==> src/rtl/aurora_frame_pkg.sv <==
// Shared Aurora framing definitions: header IDs, control event codes and FSM encodings.
// Used by both the TX framer and the RX deframer.
package aurora_frame_pkg;

    localparam logic [31:0] HDR_CTRL = 32'h55aa_0001;
    localparam logic [31:0] HDR_EDS  = 32'h55aa_0002;
    localparam logic [31:0] HDR_ENC  = 32'h55aa_0003;
    localparam logic [31:0] HDR_FBC  = 32'h55aa_0004;

    // Control codes double as the bit index of the matching pending flag.
    localparam logic [1:0] CODE_EDS_END   = 2'd0;
    localparam logic [1:0] CODE_EDS_START = 2'd1;
    localparam logic [1:0] CODE_FBC_START = 2'd2;
    localparam logic [1:0] CODE_FBC_END   = 2'd3;

    typedef enum logic [3:0] {
        ST_IDLE = 4'b0001,
        ST_HDR  = 4'b0010,
        ST_CTRL = 4'b0100,
        ST_DATA = 4'b1000
    } frame_state_t;

    typedef enum logic [1:0] {
        SRC_CTRL = 2'd0,
        SRC_ENC  = 2'd1,
        SRC_EDS  = 2'd2,
        SRC_FBC  = 2'd3
    } frame_src_t;

    function automatic logic [63:0] frame_hdr(input logic [31:0] id, input logic [15:0] len);
        return {16'h0, len, id};
    endfunction

endpackage

==> src/rtl/aurora_chup_qualify.sv <==
// Channel-up debounce: tx_en asserts once CHANNEL_UP has been continuously high
// for CHUP_DLY cycles and drops on the first low sample.
module aurora_chup_qualify #(
    parameter int CHUP_DLY = 16
) (
    input  logic USER_CLK,
    input  logic RESET,
    input  logic CHANNEL_UP,
    output logic tx_en
);

    localparam int CNT_W = $clog2(CHUP_DLY + 1);

    logic [CNT_W-1:0] cnt;

    always_ff @(posedge USER_CLK) begin
        if (RESET || !CHANNEL_UP) begin
            cnt <= '0;
        end else if (cnt != CNT_W'(CHUP_DLY)) begin
            cnt <= cnt + CNT_W'(1);
        end
    end

    assign tx_en = (cnt == CNT_W'(CHUP_DLY));

endmodule

==> src/rtl/aurora_64b66b_frame_tx.sv <==
// Aurora 64B66B user-side framer: arbitrates control events and EDS/FBC/encoder
// payload bursts into header-prefixed frames on the AXI4-Stream TX interface.
module aurora_64b66b_frame_tx
    import aurora_frame_pkg::*;
#(
    parameter int EDS_PAYLOAD_LEN = 1025,
    parameter int FBC_PAYLOAD_LEN = 1025,
    parameter int ENC_PAYLOAD_LEN = 4,
    parameter int CHUP_DLY        = 16
) (
    input  logic        USER_CLK,
    input  logic        RESET,
    input  logic        CHANNEL_UP,
    input  logic        eds_start_i,
    input  logic        eds_end_i,
    input  logic        fbc_start_i,
    input  logic        fbc_end_i,
    input  logic        eds_frame_req_i,
    input  logic        fbc_frame_req_i,
    input  logic        data_tvalid_i,
    input  logic [63:0] data_tdata_i,
    output logic        data_tready_o,
    input  logic        enc_frame_req_i,
    input  logic        enc_tvalid_i,
    input  logic [63:0] enc_tdata_i,
    output logic        enc_tready_o,
    output logic        tx_tvalid_o,
    output logic [63:0] tx_tdata_o,
    output logic [7:0]  tx_tkeep_o,
    output logic        tx_tlast_o,
    input  logic        tx_tready_i,
    output logic        tx_busy_o,
    output logic        frame_abort_o
);

    frame_state_t state, state_n;
    frame_src_t   sel, sel_n;
    logic [1:0]   code, code_n;
    logic [15:0]  len, len_n, cnt, cnt_n;
    logic [3:0]   pend, pend_set, pend_clr;
    logic         tvalid_n, tlast_n, abort_n, start;
    logic [63:0]  tdata_n, src_data;
    logic [31:0]  hdr_id;
    logic         tx_en, qualified, out_load, src_valid, src_ready, src_fire;

    aurora_chup_qualify #(.CHUP_DLY(CHUP_DLY)) u_chup (
        .USER_CLK   (USER_CLK),
        .RESET      (RESET),
        .CHANNEL_UP (CHANNEL_UP),
        .tx_en      (tx_en)
    );

    // Raw CHANNEL_UP is included so a channel drop aborts on the very edge it is seen.
    assign qualified = tx_en && CHANNEL_UP;
    assign out_load  = !tx_tvalid_o || tx_tready_i;
    assign pend_set  = {fbc_end_i, fbc_start_i, eds_start_i, eds_end_i};

    assign src_data  = (sel == SRC_ENC) ? enc_tdata_i : data_tdata_i;
    assign src_valid = (sel == SRC_ENC) ? enc_tvalid_i : data_tvalid_i;
    assign src_ready = qualified && (state == ST_DATA) && out_load && !(tx_tvalid_o && tx_tlast_o);
    assign src_fire  = src_ready && src_valid;

    assign data_tready_o = src_ready && ((sel == SRC_EDS) || (sel == SRC_FBC));
    assign enc_tready_o  = src_ready && (sel == SRC_ENC);
    assign tx_tkeep_o    = 8'hFF;
    assign tx_busy_o     = (state != ST_IDLE);

    always_comb begin
        state_n  = state;
        sel_n    = sel;
        code_n   = code;
        len_n    = len;
        cnt_n    = cnt;
        tvalid_n = tx_tvalid_o;
        tdata_n  = tx_tdata_o;
        tlast_n  = tx_tlast_o;
        abort_n  = 1'b0;
        pend_clr = '0;
        start    = 1'b0;
        hdr_id   = HDR_CTRL;
        if (!qualified) begin
            state_n  = ST_IDLE;
            tvalid_n = 1'b0;
            tdata_n  = '0;
            tlast_n  = 1'b0;
            abort_n  = (state != ST_IDLE);
        end else begin
            unique case (state)
                ST_IDLE: begin
                    if (pend != '0) begin
                        start = 1'b1;
                        sel_n = SRC_CTRL;
                        len_n = 16'd1;
                        for (int i = 3; i >= 0; i--) begin
                            if (pend[i]) code_n = i[1:0];
                        end
                    end else if (enc_frame_req_i) begin
                        start  = 1'b1;
                        sel_n  = SRC_ENC;
                        len_n  = 16'(ENC_PAYLOAD_LEN);
                        hdr_id = HDR_ENC;
                    end else if (eds_frame_req_i) begin
                        start  = 1'b1;
                        sel_n  = SRC_EDS;
                        len_n  = 16'(EDS_PAYLOAD_LEN);
                        hdr_id = HDR_EDS;
                    end else if (fbc_frame_req_i) begin
                        start  = 1'b1;
                        sel_n  = SRC_FBC;
                        len_n  = 16'(FBC_PAYLOAD_LEN);
                        hdr_id = HDR_FBC;
                    end
                    if (start) begin
                        tdata_n  = frame_hdr(hdr_id, len_n);
                        tvalid_n = 1'b1;
                        tlast_n  = 1'b0;
                        state_n  = ST_HDR;
                    end
                end
                ST_HDR: begin
                    if (tx_tready_i) begin
                        cnt_n = '0;
                        if (sel == SRC_CTRL) begin
                            tdata_n = {62'h0, code};
                            tlast_n = 1'b1;
                            state_n = ST_CTRL;
                        end else begin
                            tvalid_n = 1'b0;
                            state_n  = ST_DATA;
                        end
                    end
                end
                ST_CTRL: begin
                    if (tx_tready_i) begin
                        tvalid_n       = 1'b0;
                        tlast_n        = 1'b0;
                        pend_clr[code] = 1'b1;
                        state_n        = ST_IDLE;
                    end
                end
                ST_DATA: begin
                    if (tx_tvalid_o && tx_tlast_o) begin
                        if (tx_tready_i) begin
                            tvalid_n = 1'b0;
                            tlast_n  = 1'b0;
                            state_n  = ST_IDLE;
                        end
                    end else if (src_fire) begin
                        tdata_n  = src_data;
                        tvalid_n = 1'b1;
                        cnt_n    = cnt + 16'd1;
                        tlast_n  = ((cnt + 16'd1) == len);
                    end else if (out_load) begin
                        tvalid_n = 1'b0;
                    end
                end
                default: state_n = ST_IDLE;
            endcase
        end
    end

    always_ff @(posedge USER_CLK) begin
        if (RESET) begin
            state         <= ST_IDLE;
            sel           <= SRC_CTRL;
            code          <= '0;
            len           <= '0;
            cnt           <= '0;
            pend          <= '0;
            tx_tvalid_o   <= 1'b0;
            tx_tdata_o    <= '0;
            tx_tlast_o    <= 1'b0;
            frame_abort_o <= 1'b0;
        end else begin
            state         <= state_n;
            sel           <= sel_n;
            code          <= code_n;
            len           <= len_n;
            cnt           <= cnt_n;
            pend          <= (pend & ~pend_clr) | pend_set;
            tx_tvalid_o   <= tvalid_n;
            tx_tdata_o    <= tdata_n;
            tx_tlast_o    <= tlast_n;
            frame_abort_o <= abort_n;
        end
    end

endmodule

==> config.mk <==
export PLATFORM = sky130hd
export DESIGN_NAME = aurora_64b66b_frame_tx
export DESIGN_NICKNAME = d
export VERILOG_FILES = /design/src/rtl/aurora_frame_pkg.sv /design/src/rtl/aurora_chup_qualify.sv /design/src/rtl/aurora_64b66b_frame_tx.sv
export SDC_FILE = /design/constraint.sdc
export NUM_CORES = 1
export LEC_CHECK = 0
export CAP_MARGIN = 25
export CORE_MARGIN = 1.5
export CORE_UTILIZATION = 50
export CTS_BUF_LIST = sky130_fd_sc_hd__clkbuf_4 sky130_fd_sc_hd__clkbuf_8
export DETAILED_ROUTE_END_ITERATION = 8
export GPL_TIMING_DRIVEN = 0
export PLACE_DENSITY = 0.91
export SYNTH_ARGS = -nofsm -noshare
export SYNTH_HDL_FRONTEND = slang
export SYNTH_SLANG_ARGS = --single-unit
==> constraint.sdc <==
create_clock -name USER_CLK -period 4.04 [get_ports USER_CLK]
set_input_delay 0.808 -clock USER_CLK [delete_from_list [all_inputs] [get_ports USER_CLK]]
set_output_delay 0.808 -clock USER_CLK [all_outputs]
set_load 0.005 [all_outputs]
==> results.txt, run 1 <==
----------------------------------------------------
[Status]
  Outcome ... finished clean

[Route]
  Metal1 wirelength ... around 8300 um
  Met3 WL post-DR ... around 1900 um
  Router iterations before antenna repair ... 5
  Detailed-route via count ... 7164
  First-iteration detailed-routing DRC count ... about 680
  Overall routed net length ... about 21000 um
  Met2 layer wire length in the routed design ... 10200 um
  Average wire per standard cell ... 16.9 um
  DRC violation count after routing ... 0
  Number of routed nets with antenna violations ... 0
  Post-DR vias/cell ... between 5 and 6
  Highest signal layer in the routed design ... met4

[Synth]
  Cells after synthesis ... 860
  Portion of the post-synthesis area used by sequential elements ... 37.7%
  Yosys warning count ... 0
  Most area-hungry cell type in the Yosys netlist ... sky130_fd_sc_hd__dfxtp_1
  Biggest area contributors in the synthesized netlist ... sky130_fd_sc_hd__dfxtp_1 38%, sky130_fd_sc_hd__nand2_1 14%, sky130_fd_sc_hd__a21oi_1 11%
  Yosys top cell area share ... between 30% and 40%
  Prevailing post-synth register cell ... sky130_fd_sc_hd__dfxtp_1
  Async set or reset register ratio after synthesis ... 0%
  Post-Synthesis Cell Area ... 6160 um2
  Avg Inst Size Synth ... between 7 and 8 um2
  Number of enable-type register cells in the synthesized netlist ... 0
  Synthesis-stage register bit count ... about 120
  Synth cell types ... 55

[Global routing]
  Global-route usage over all layers ... between 30% and 40%
  Initial antenna violation count ... 0
  Pin count of the biggest net entering global routing ... 17
  First-pass GRT wire length ... between 30000 and 40000 um
  Number of global-route vias before repair ... about 6500
  Remaining global-route overflow ... 0

[STA]
  Hold Vio Cnt, Final ... 0
  Setup Total Neg Slack ... 0 ps
  Slew of the pin with the lowest slew margin ... between 900 and 1000 ps
  Post-layout worst setup margin ... between 200 and 300 ps
  Count of final max-slew check failures ... 0
  Fin crit period ... between 3000 and 4000 ps
  RSZ-0062 raised after global routing ... false
  Max Clock Freq ... 265 MHz
  Portion of the clock cycle consumed by the worst path in the final layout ... just over 90%
  Skew final ... around 15 ps
  Max-Slew Margin vs Limit ... between 30% and 40%
  # setup viols final ... 0

[Placed design]
  Total placed cells including tap cells ... 1225
  Half-perimeter wire length of the detailed placement result ... between 15000 and 20000 um
  Buffers added on ports ... 210
  Standard cell area after detailed placement ... around 8500 um2
  Gp weighted congestion ... roughly 0.95
  Place WS ... 467 ps

[Worst setup path]
  Crit path kind ... flop to output pin
  Critical Path Slowest Stage Cell ... sky130_fd_sc_hd__or4b_2
  Cell Chain, Critical Path ... clkbuf_1, or4b_2, clkbuf_1, a21oi_1, and4_1, clkdlybuf4s50_1
  Peak per-stage delay on the critical path ... 650 ps
  Buffer and inverter count on the worst path ... 3
  Arrival time at the worst endpoint ... slightly below 3000 ps
  Critical path launch point type ... flop
  Endpoint type of the worst setup path ... output pin
  CP required ... between 3000 and 4000 ps
  Most frequent cell on the critical path ... sky130_fd_sc_hd__clkbuf_1
  Biggest fanout along the worst timing path ... 8
  Top Family by Delay on Critical Path ... buffers and inverters

[Final layout]
  # nets final ... about 1200
  Synth-to-layout area growth ... 44.4%
  Final cell area excluding filler cells ... approximately 9000 um2
  Commonest non-fill, non-tap cell in the layout ... sky130_fd_sc_hd__nand2_1
  Antenna diode count ... 0
  Commonest cells after routing, fill and taps aside ... 223 x sky130_fd_sc_hd__nand2_1, 210 x sky130_fd_sc_hd__clkdlybuf4s50_1, 133 x sky130_fd_sc_hd__a21oi_1
  Ratio of cells with drive above 1 in the final layout ... 5.59%
  Cell Count, Final, Fillers Out ... about 1300

[Min path]
  Type of the tightest min-delay check ... flop to flop

[Floorplan]
  Effective utilization at floorplan ... 51.3%
  Row count ... 40
  Width of the die ... ~110 um
  Placeable core region ... 12000 um2
  I/O pin total ... around 220
  Full die area ... between 10000 and 15000 um2
  Floorplan die height ... approximately 110 um

[Clock network]
  Post-CTS Setup Bufs ... 0
  Clk sink count ... 116
  Root cell of the clock tree ... sky130_fd_sc_hd__clkbuf_8
  Maximum count of clock buffers along a single path ... 2
  CTS Buf Count ... 17
  CTS tree ... yes
  Number of levels in the clock H-tree ... 4
  CTS clock-pin slew for the worst setup and hold paths ... roughly 60 ps
  Number of buffers inserted by hold repair at cts ... 0
  PostCTS Resize Cnt ... 0
  Clock latency at the later pin of the worst-skew pair ... around 450 ps

[Power and ir drop]
  Clock share of power ... a little under half
  Static leakage ... approximately 3.2 nW
  Part of the total power dissipated in combinational logic ... about 8.6%
  Net load switching power ... approximately 0.54 mW
  Internal power component ... 1.96 mW
  Total power density per cell area ... 281 nW/um2
  Worst supply voltage drop on vdd ... about 170 uV
  Sw Share ... 21.7%
  Power share of the sequential group ... a little under half
  Total power after layout ... about 2.5 mW

[Job]
  Max capacitance violation total ... 0

----------------------------------------------------
==> final timing paths <==
check,start,end,slack (ps),depth (start not counted)
hold / removal,tx_tdata_o[15],tx_tdata_o[15],450,2
setup reg to reg,u_chup.cnt[0],tx_tdata_o[12],790,11
hold reg to reg,tx_tdata_o[15],tx_tdata_o[15],450,2
setup / recovery,state[2],data_tready_o,260,6
==> metal layers <==
layer	GRT usage, %	up-vias
li1	-	3426
met1	38.9	3246
met2	54.0	412
met3	6.70	80
met4	12.7	0
met5	0	-
==> synth_stat cells, drive strengths merged, types with 9 or more instances <==
library cell and number:
nand2 223, a21oi 133, dfxtp 116, nor2 79, clkbuf 50, nor3 35
buf 21, a211oi 20, a311oi 14, and2 14, o21ai 14, xnor2 13
inv 11, nand3 11, xor2 11, mux2i 9
==> final cells by class <==
class	instances	area (um2)
Buffer	71	320
Inverter	12	45.0
Clock buffer	22	290
Timing Repair Buffer	211	2110
Tap cell	147	184
Clock inverter	9	128
Fill cell	910	3110
Multi-Input combinational cell	668	3500
Sequential cell	116	2320
==> worst min-delay path, cell delays in order (launching register included) <==
cell and delay, ps:
sky130_fd_sc_hd__dfxtp_1 310, sky130_fd_sc_hd__nand2_1 50, sky130_fd_sc_hd__a21oi_1 50
==> power by group through the flow <==
stage               Sequential (mW)  Clock [mW]  Combinational (mW)
floorplan                      1.18           0              0.0553
global placement               1.18           0               0.207
detailed placement             1.18           0               0.209
CTS                            1.15        1.13               0.211
global route                   1.15        1.19               0.228
finish                         1.15        1.13               0.214
==> through the flow <==
step           utilization [%]  hold slack (ps)
2_1_floorplan                -              448
3_3_place_gp              70.6              437
3_5_place_dp              70.6              443
4_1_cts                   74.1              452
5_1_grt                   74.1              475
6_report                  74.1              449
==> cells by family (layout without fill, tap and decap cells) <==
| group | after synthesis | count (layout) | share of synthesized area, % |
|---|---|---|---|
| XOR/XNOR | 24 | 24 | 3.41 |
| AO/OA/AOI/OAI | 213 | 213 | 21.0 |
| AND/OR/NAND/NOR | 411 | 411 | 29.9 |
| flip-flops | 116 | 116 | 37.7 |
| other | 1 | 8 | 0.0608 |
| buffers and inverters | 83 | 325 | 5.93 |
| adder cells (fa/ha/maj) | 3 | 3 | 0.609 |
| multiplexers | 9 | 9 | 1.46 |
==> flip-flops by register name (all words and copies together) (netlist names) <==
signal         flops
tx_tdata_o        64
cnt               16
len               16
u_chup.cnt         5
pend               4
state              4
code               2
sel                2
frame_abort_o      1
tx_tlast_o         1
tx_tvalid_o        1
(Power assumes the default switching activity.)
==> run 2, diff against run 1 <==
--- a/config.mk
+++ b/config.mk
@@ -7,11 +7,12 @@
 export LEC_CHECK = 0
 export CAP_MARGIN = 25
 export CORE_MARGIN = 1.5
-export CORE_UTILIZATION = 50
+export CORE_UTILIZATION = 47
 export CTS_BUF_LIST = sky130_fd_sc_hd__clkbuf_4 sky130_fd_sc_hd__clkbuf_8
+export CTS_CLUSTER_DIAMETER = 60
 export DETAILED_ROUTE_END_ITERATION = 8
 export GPL_TIMING_DRIVEN = 0
-export PLACE_DENSITY = 0.91
+export PLACE_DENSITY = 0.86
 export SYNTH_ARGS = -nofsm -noshare
 export SYNTH_HDL_FRONTEND = slang
 export SYNTH_SLANG_ARGS = --single-unit
==> constraint.sdc (replaced) <==
create_clock -name USER_CLK -period 4.21 [get_ports USER_CLK]
set_input_delay 0.842 -clock USER_CLK [delete_from_list [all_inputs] [get_ports USER_CLK]]
set_output_delay 0.842 -clock USER_CLK [all_outputs]
set_load 0.005 [all_outputs]
==> results.txt, run 2 (synthesis gave the netlist of run 1 again) <==
----------------------------------------------------
[Final layout]
  Max reg flops ... 64 (unchanged)
  Largest registers in the final layout ... tx_tdata_o (64), cnt (16), len (16)
  Ratio of cells with drive above 1 in the final layout ... 5.68% (+0.085 points)
  Fin util ... 70.2% (-3.9 points)
  Synth-to-layout area growth ... 45.0%
  # nets final ... 1241 (unchanged)
  Top register by number of flip-flops ... tx_tdata_o
  Commonest cells after routing, fill and taps aside ... 223 x sky130_fd_sc_hd__nand2_1, 210 x sky130_fd_sc_hd__clkdlybuf4s50_1, 133 x sky130_fd_sc_hd__a21oi_1
  Cell Count, Final, Fillers Out ... 1282 (+2.1%)
  Antenna diode count ... 0 (unchanged)
  Commonest non-fill, non-tap cell in the layout ... sky130_fd_sc_hd__nand2_1

[Worst setup path]
  Biggest fanout along the worst timing path ... 8 (unchanged)
  Critical Path Source ... state[2]
  Logic depth of the worst setup path including buffers ... 6 (unchanged)
  Endpoint type of the worst setup path ... output pin
  Critical path launch point type ... flop
  Cell Chain, Critical Path ... clkbuf_1, or4b_2, clkbuf_1, a21oi_1, and4_1, clkdlybuf4s50_1
  CP required ... 3370 ps (+140 ps)
  Arrival time at the worst endpoint ... 2940 ps (-30 ps)
  Reg-to-reg critical path endpoint ... tx_tdata_o[16]
  Crit path kind ... flop to output pin
  Most frequent cell on the critical path ... sky130_fd_sc_hd__clkbuf_1
  Worst setup path end ... data_tready_o
  Worst r2r src ... u_chup.cnt[0]
  Buffer and inverter count on the worst path ... 3 (unchanged)
  Register-to-Register Path Depth ... 11 (unchanged)
  Slack of the worst reg-to-reg path ... 880 ps (+90 ps)
  Peak per-stage delay on the critical path ... 650 ps (about the same)
  Critical Path Slowest Stage Cell ... sky130_fd_sc_hd__or4b_2
  Top Family by Delay on Critical Path ... buffers and inverters

[Placed design]
  Half-perimeter wire length of the detailed placement result ... 16000 um (+1.3%)
  Total placed cells including tap cells ... 1250 (+2.0%)
  Gp weighted congestion ... 0.963 (+1.1%)
  Buffers added on ports ... 210 (unchanged)

[STA]
  Skew final ... 12.1 ps (-2.45 ps)
  Hold Vio Cnt, Final ... 0 (unchanged)
  Slew of the pin with the lowest slew margin ... 989 ps (+73.5 ps)
  Count of final max-slew check failures ... 0 (unchanged)
  Final hold slack ... 452 ps (+3.04 ps)
  # setup viols final ... 0 (unchanged)
  Max-Slew Margin vs Limit ... 33.5% (-4.9 points)
  Setup Total Neg Slack ... 0 ps (unchanged)
  Max Clock Freq ... 265 MHz
  RSZ-0062 raised after global routing ... false
  Portion of the clock cycle consumed by the worst path in the final layout ... about 90%
  Fin crit period ... around 3800 ps

[Clock network]
  PostCTS Resize Cnt ... 0 (unchanged)
  Clk sink count ... 116 (unchanged)
  Root cell of the clock tree ... sky130_fd_sc_hd__clkbuf_8
  Clock latency at the later pin of the worst-skew pair ... 440 ps (about the same)
  Number of levels in the clock H-tree ... 4 (unchanged)
  Maximum count of clock buffers along a single path ... 2 (unchanged)
  CTS clock-pin slew for the worst setup and hold paths ... 70 ps (about the same)
  CTS Buf Count ... 17 (unchanged)
  CTS tree ... yes
  Number of buffers inserted by hold repair at cts ... 0 (unchanged)
  Post-CTS Setup Bufs ... 0 (unchanged)

[Route]
  Router iterations before antenna repair ... 6 (+1)
  Average wire per standard cell ... 16.8 um (-0.58%)
  Overall routed net length ... 21500 um (+1.5%)
  Number of routed nets with antenna violations ... 0 (unchanged)
  Post-DR vias/cell ... 5.58 (-2.2%)
  DRC violation count after routing ... 0 (unchanged)
  Detailed-route via count ... 7153 (-0.15%)
  First-iteration detailed-routing DRC count ... 670 (-0.74%)

[Floorplan]
  Effective utilization at floorplan ... 48.4% (-2.9 points)
  Floorplan die height ... 118 um (+3.1%)
  Row count ... 41 (+2.5%)
  I/O pin total ... 219 (unchanged)
  Full die area ... 13800 um2 (+6.2%)
  Width of the die ... 118 um (+3.1%)
  Placeable core region ... 12700 um2 (+5.9%)

[Job]
  Max capacitance violation total ... 0 (unchanged)

[Global routing]
  Pin count of the biggest net entering global routing ... 17 (unchanged)
  Remaining global-route overflow ... 0 (unchanged)
  Number of global-route vias before repair ... 6514 (+0.49%)
  First-pass GRT wire length ... 33500 um (+3.8%)
  Global-route usage over all layers ... 30.0% (-1.6 points)
  Initial antenna violation count ... 0 (unchanged)

[Power and ir drop]
  Total power after layout ... 2.41 mW (-3.5%)
  Worst supply voltage drop on vdd ... 200 uV (+17%)
  Static leakage ... 3.20 nW (about the same)
  Total power density per cell area ... 270 nW/um2 (-3.9%)
  Part of the total power dissipated in combinational logic ... 8.5% (about the same)
  Net load switching power ... 0.550 mW (+1.2%)
  Power share of the sequential group ... 45.8% (-0.3 points)
  Internal power component ... 1.86 mW (-4.8%)
  Clock share of power ... 45.7% (+0.3 points)
  Sw Share ... 22.8% (+1.1 points)

[Min path]
  Type of the tightest min-delay check ... flop to flop

[Status]
  Outcome ... finished clean

----------------------------------------------------
==> run 2: tightest hold or removal path, delay by kind of cell (launching register included) <==
kind / cells / cell delay (ps)
flops: 1 / 310
simple gates: 1 / 50
compound gates: 1 / 50
==> run 2: power groups by stage <==
stage	Combinational [mW]	Clock, mW	Sequential [mW]
after CTS	0.203	1.10	1.10
after floorplan	0.0531	0	1.13
after detailed placement	0.201	0	1.13
after global placement	0.200	0	1.13
final	0.205	1.10	1.10
after global routing	0.218	1.15	1.10
==> run 2: layout make-up <==
class	count	area, um2
Fill cell	1028	3790
Multi-Input combinational cell	668	3500
Sequential cell	116	2320
Timing Repair Buffer	211	2110
Buffer	71	320
Clock buffer	20	269
Tap cell	172	215
Clock inverter	12	154
Inverter	12	45.0
==> run 2: worst min-delay path by stage <==
stage	startpoint	to	cells past startpoint
6_report	tx_tdata_o[3]	tx_tdata_o[3]	2
3_5_place_dp	tx_tdata_o[54]	tx_tdata_o[54]	2
4_1_cts	tx_tdata_o[58]	tx_tdata_o[58]	2
3_3_place_gp	tx_tdata_o[60]	tx_tdata_o[60]	2
2_1_floorplan	tx_tdata_o[18]	tx_tdata_o[18]	2
5_1_grt	tx_tdata_o[52]	tx_tdata_o[52]	2
==> run 2: layer usage <==
layer  routed length (um)  global-route usage, %  up-vias
met4                  732                   12.1        0
met2                10200                   50.4      351
met5                    0                      0        -
met1                 8680                   37.2     3315
met3                 1890                   6.73       65
li1                     -                      -     3422
==> run 2: through the flow <==
stage | cell area [um2] | setup WS (ps)
CTS | 8930 | 443
floorplan | 6190 | 1580
global placement | 8510 | 684
global route | 8930 | 305
finish | 8930 | 431
detailed placement | 8510 | 643
==> run 3, diff against run 2 <==
--- a/config.mk
+++ b/config.mk
@@ -6,7 +6,7 @@
 export NUM_CORES = 1
 export LEC_CHECK = 0
 export CAP_MARGIN = 25
-export CORE_MARGIN = 1.5
+export CORE_MARGIN = 3
 export CORE_UTILIZATION = 47
 export CTS_BUF_LIST = sky130_fd_sc_hd__clkbuf_4 sky130_fd_sc_hd__clkbuf_8
 export CTS_CLUSTER_DIAMETER = 60
==> results.txt, run 3 (synthesis gave the netlist of run 1 again) <==
----------------------------------------------------
[Clock network]
  Post-CTS Setup Bufs ... 0 (unchanged)
  Number of buffers inserted by hold repair at cts ... 0 (unchanged)
  Maximum count of clock buffers along a single path ... 2 (unchanged)
  Clock latency at the later pin of the worst-skew pair ... 440 ps (about the same)
  Clk sink count ... 116 (unchanged)
  CTS Buf Count ... 17 (unchanged)
  PostCTS Resize Cnt ... 0 (unchanged)
  Number of levels in the clock H-tree ... 4 (unchanged)
  CTS clock-pin slew for the worst setup and hold paths ... 70 ps (about the same)
  Root cell of the clock tree ... sky130_fd_sc_hd__clkbuf_8
  CTS tree ... yes

[STA]
  RSZ-0062 raised after global routing ... false
  Fin crit period ... 3800 ps (+17.2 ps)
  Skew final ... 11.2 ps (-0.898 ps)
  Portion of the clock cycle consumed by the worst path in the final layout ... 90.2% (+0.41 points)
  Slew of the pin with the lowest slew margin ... 900 ps (-88.9 ps)
  Post-layout worst setup margin ... 414 ps (-17.2 ps)
  # setup viols final ... 0 (unchanged)
  Max-Slew Margin vs Limit ... 39.5% (+6.0 points)
  Max Clock Freq ... 263 MHz (-0.45%)
  Setup Total Neg Slack ... 0 ps (unchanged)
  Hold Vio Cnt, Final ... 0 (unchanged)
  Count of final max-slew check failures ... 0 (unchanged)

[Floorplan]
  Floorplan die height ... 121 um (+2.6%)
  Row count ... 41 (unchanged)
  Placeable core region ... 12700 um2 (unchanged)
  Full die area ... 14500 um2 (+5.2%)
  Effective utilization at floorplan ... 48.4% (unchanged)
  Width of the die ... 121 um (+2.6%)
  I/O pin total ... 219 (unchanged)

[Route]
  DRC violation count after routing ... 0 (unchanged)
  Overall routed net length ... 21400 um (-0.51%)
  Number of routed nets with antenna violations ... 0 (unchanged)
  First-iteration detailed-routing DRC count ... 662 (-1.2%)
  Detailed-route via count ... 7054 (-1.4%)
  Average wire per standard cell ... 16.7 um (-0.51%)
  Router iterations before antenna repair ... 5 (-1)
  Post-DR vias/cell ... 5.50 (-1.4%)

[Power and ir drop]
  Worst supply voltage drop on vdd ... 165 uV (-18%)
  Static leakage ... 3.21 nW (+0.31%)
  Total power density per cell area ... 271 nW/um2 (+0.33%)

[Min path]
  Origin of the worst min-delay path ... tx_tdata_o[50]
  Number of instances on the worst hold path ... 2 (unchanged)
  Hold Crit Endpoint ... tx_tdata_o[50]
  Type of the tightest min-delay check ... flop to flop

[Worst setup path]
  Most frequent cell on the critical path ... sky130_fd_sc_hd__clkbuf_1
  Biggest fanout along the worst timing path ... 8 (unchanged)
  Buffer and inverter count on the worst path ... 3 (unchanged)
  Slack of the worst reg-to-reg path ... 910 ps (+30 ps)
  Cell Chain, Critical Path ... clkbuf_1, or4b_2, clkbuf_1, a21oi_1, and4_1, clkdlybuf4s50_1
  Register-to-Register Path Depth ... 11 (unchanged)
  Endpoint type of the worst setup path ... output pin
  Peak per-stage delay on the critical path ... 660 ps (about the same)
  Critical path launch point type ... flop
  Critical Path Slowest Stage Cell ... sky130_fd_sc_hd__or4b_2
  Arrival time at the worst endpoint ... 2950 ps (about the same)
  Worst r2r src ... u_chup.cnt[0]
  CP required ... 3370 ps (about the same)
  Reg-to-reg critical path endpoint ... tx_tdata_o[14]
  Top Family by Delay on Critical Path ... buffers and inverters
  Crit path kind ... flop to output pin

[Global routing]
  First-pass GRT wire length ... 32900 um (-1.7%)
  Global-route usage over all layers ... 28.4% (-1.6 points)
  Pin count of the biggest net entering global routing ... 17 (unchanged)
  Initial antenna violation count ... 0 (unchanged)
  Number of global-route vias before repair ... 6582 (+1.0%)
  Remaining global-route overflow ... 0 (unchanged)

[Placed design]
  Buffers added on ports ... 210 (unchanged)
  Half-perimeter wire length of the detailed placement result ... 16100 um (+0.39%)
  Place WS ... 592 ps (-50.9 ps)
  Gp weighted congestion ... 0.916 (-5.0%)

[Final layout]
  Max reg flops ... 64 (unchanged)
  Commonest non-fill, non-tap cell in the layout ... sky130_fd_sc_hd__nand2_1
  Fin util ... 70.3% (about the same)
  Largest registers in the final layout ... tx_tdata_o (64), cnt (16), len (16)
  Synth-to-layout area growth ... 45.1% (about the same)
  Commonest cells after routing, fill and taps aside ... 223 x sky130_fd_sc_hd__nand2_1, 210 x sky130_fd_sc_hd__clkdlybuf4s50_1, 133 x sky130_fd_sc_hd__a21oi_1
  Top register by number of flip-flops ... tx_tdata_o
  Antenna diode count ... 0 (unchanged)
  # nets final ... 1241 (unchanged)
  Ratio of cells with drive above 1 in the final layout ... 5.68% (unchanged)

[Job]
  Max capacitance violation total ... 0 (unchanged)

[Status]
  Outcome ... finished clean

----------------------------------------------------
==> run 3: through the flow <==
stage | cells | total power [mW] | area (um2) | hold WS (ps)
5_1_grt | 1282 | 2.48 | 8940 | 465
2_1_floorplan | 867 | 1.18 | 6190 | 448
3_3_place_gp | 1249 | 1.33 | 8510 | 437
6_report | 1282 | 2.42 | 8940 | 450
4_1_cts | 1282 | 2.42 | 8940 | 451
3_5_place_dp | 1250 | 1.33 | 8510 | 442
==> run 3: final cells by class <==
cell class              count  area [um2]
plain buffers              71         320
well taps                 172         215
clock buffers              23         304
multi-input cells         668        3500
repair buffers            211        2110
clock inverters             9         125
inverters                  12        45.0
fillers                  1078        3780
flip-flops and latches    116        2320
==> run 3: tightest hold or removal path, cell delays in order, from the launching register on <==
cell                      delay (ps)
sky130_fd_sc_hd__dfxtp_1         310
sky130_fd_sc_hd__nand2_1          50
sky130_fd_sc_hd__a21oi_1          50
==> run 3: power by group <==
group | internal [mW] | total, mW | switching [mW]
logic | 0.137 | 0.204 | 0.0671
clock network | 0.658 | 1.11 | 0.454
registers | 1.10 | 1.10 | 0.00383
total | 1.90 | 2.42 | 0.525
==> run 3: worst max path at each step <==
stage | startpoint | to | slack [ps] | depth (start not counted)
finish | state[2] | data_tready_o | 410 | 6
global route | state[2] | data_tready_o | 280 | 6
CTS | state[2] | data_tready_o | 400 | 6
detailed placement | CHANNEL_UP | tx_tdata_o[14] | 590 | 8
global placement | CHANNEL_UP | tx_tdata_o[12] | 610 | 8
floorplan | u_chup.cnt[0] | tx_tdata_o[0] | 1580 | 11
==> run 3: routing by layer <==
| metal | wire length, um | vias up | global-route usage [%] |
|---|---|---|---|
| met5 | 0 | - | 0 |
| met4 | 598 | 0 | 9.84 |
| met3 | 2040 | 40 | 8.37 |
| met2 | 10300 | 356 | 47.7 |
| met1 | 8440 | 3234 | 34.6 |
| li1 | - | 3424 | - |
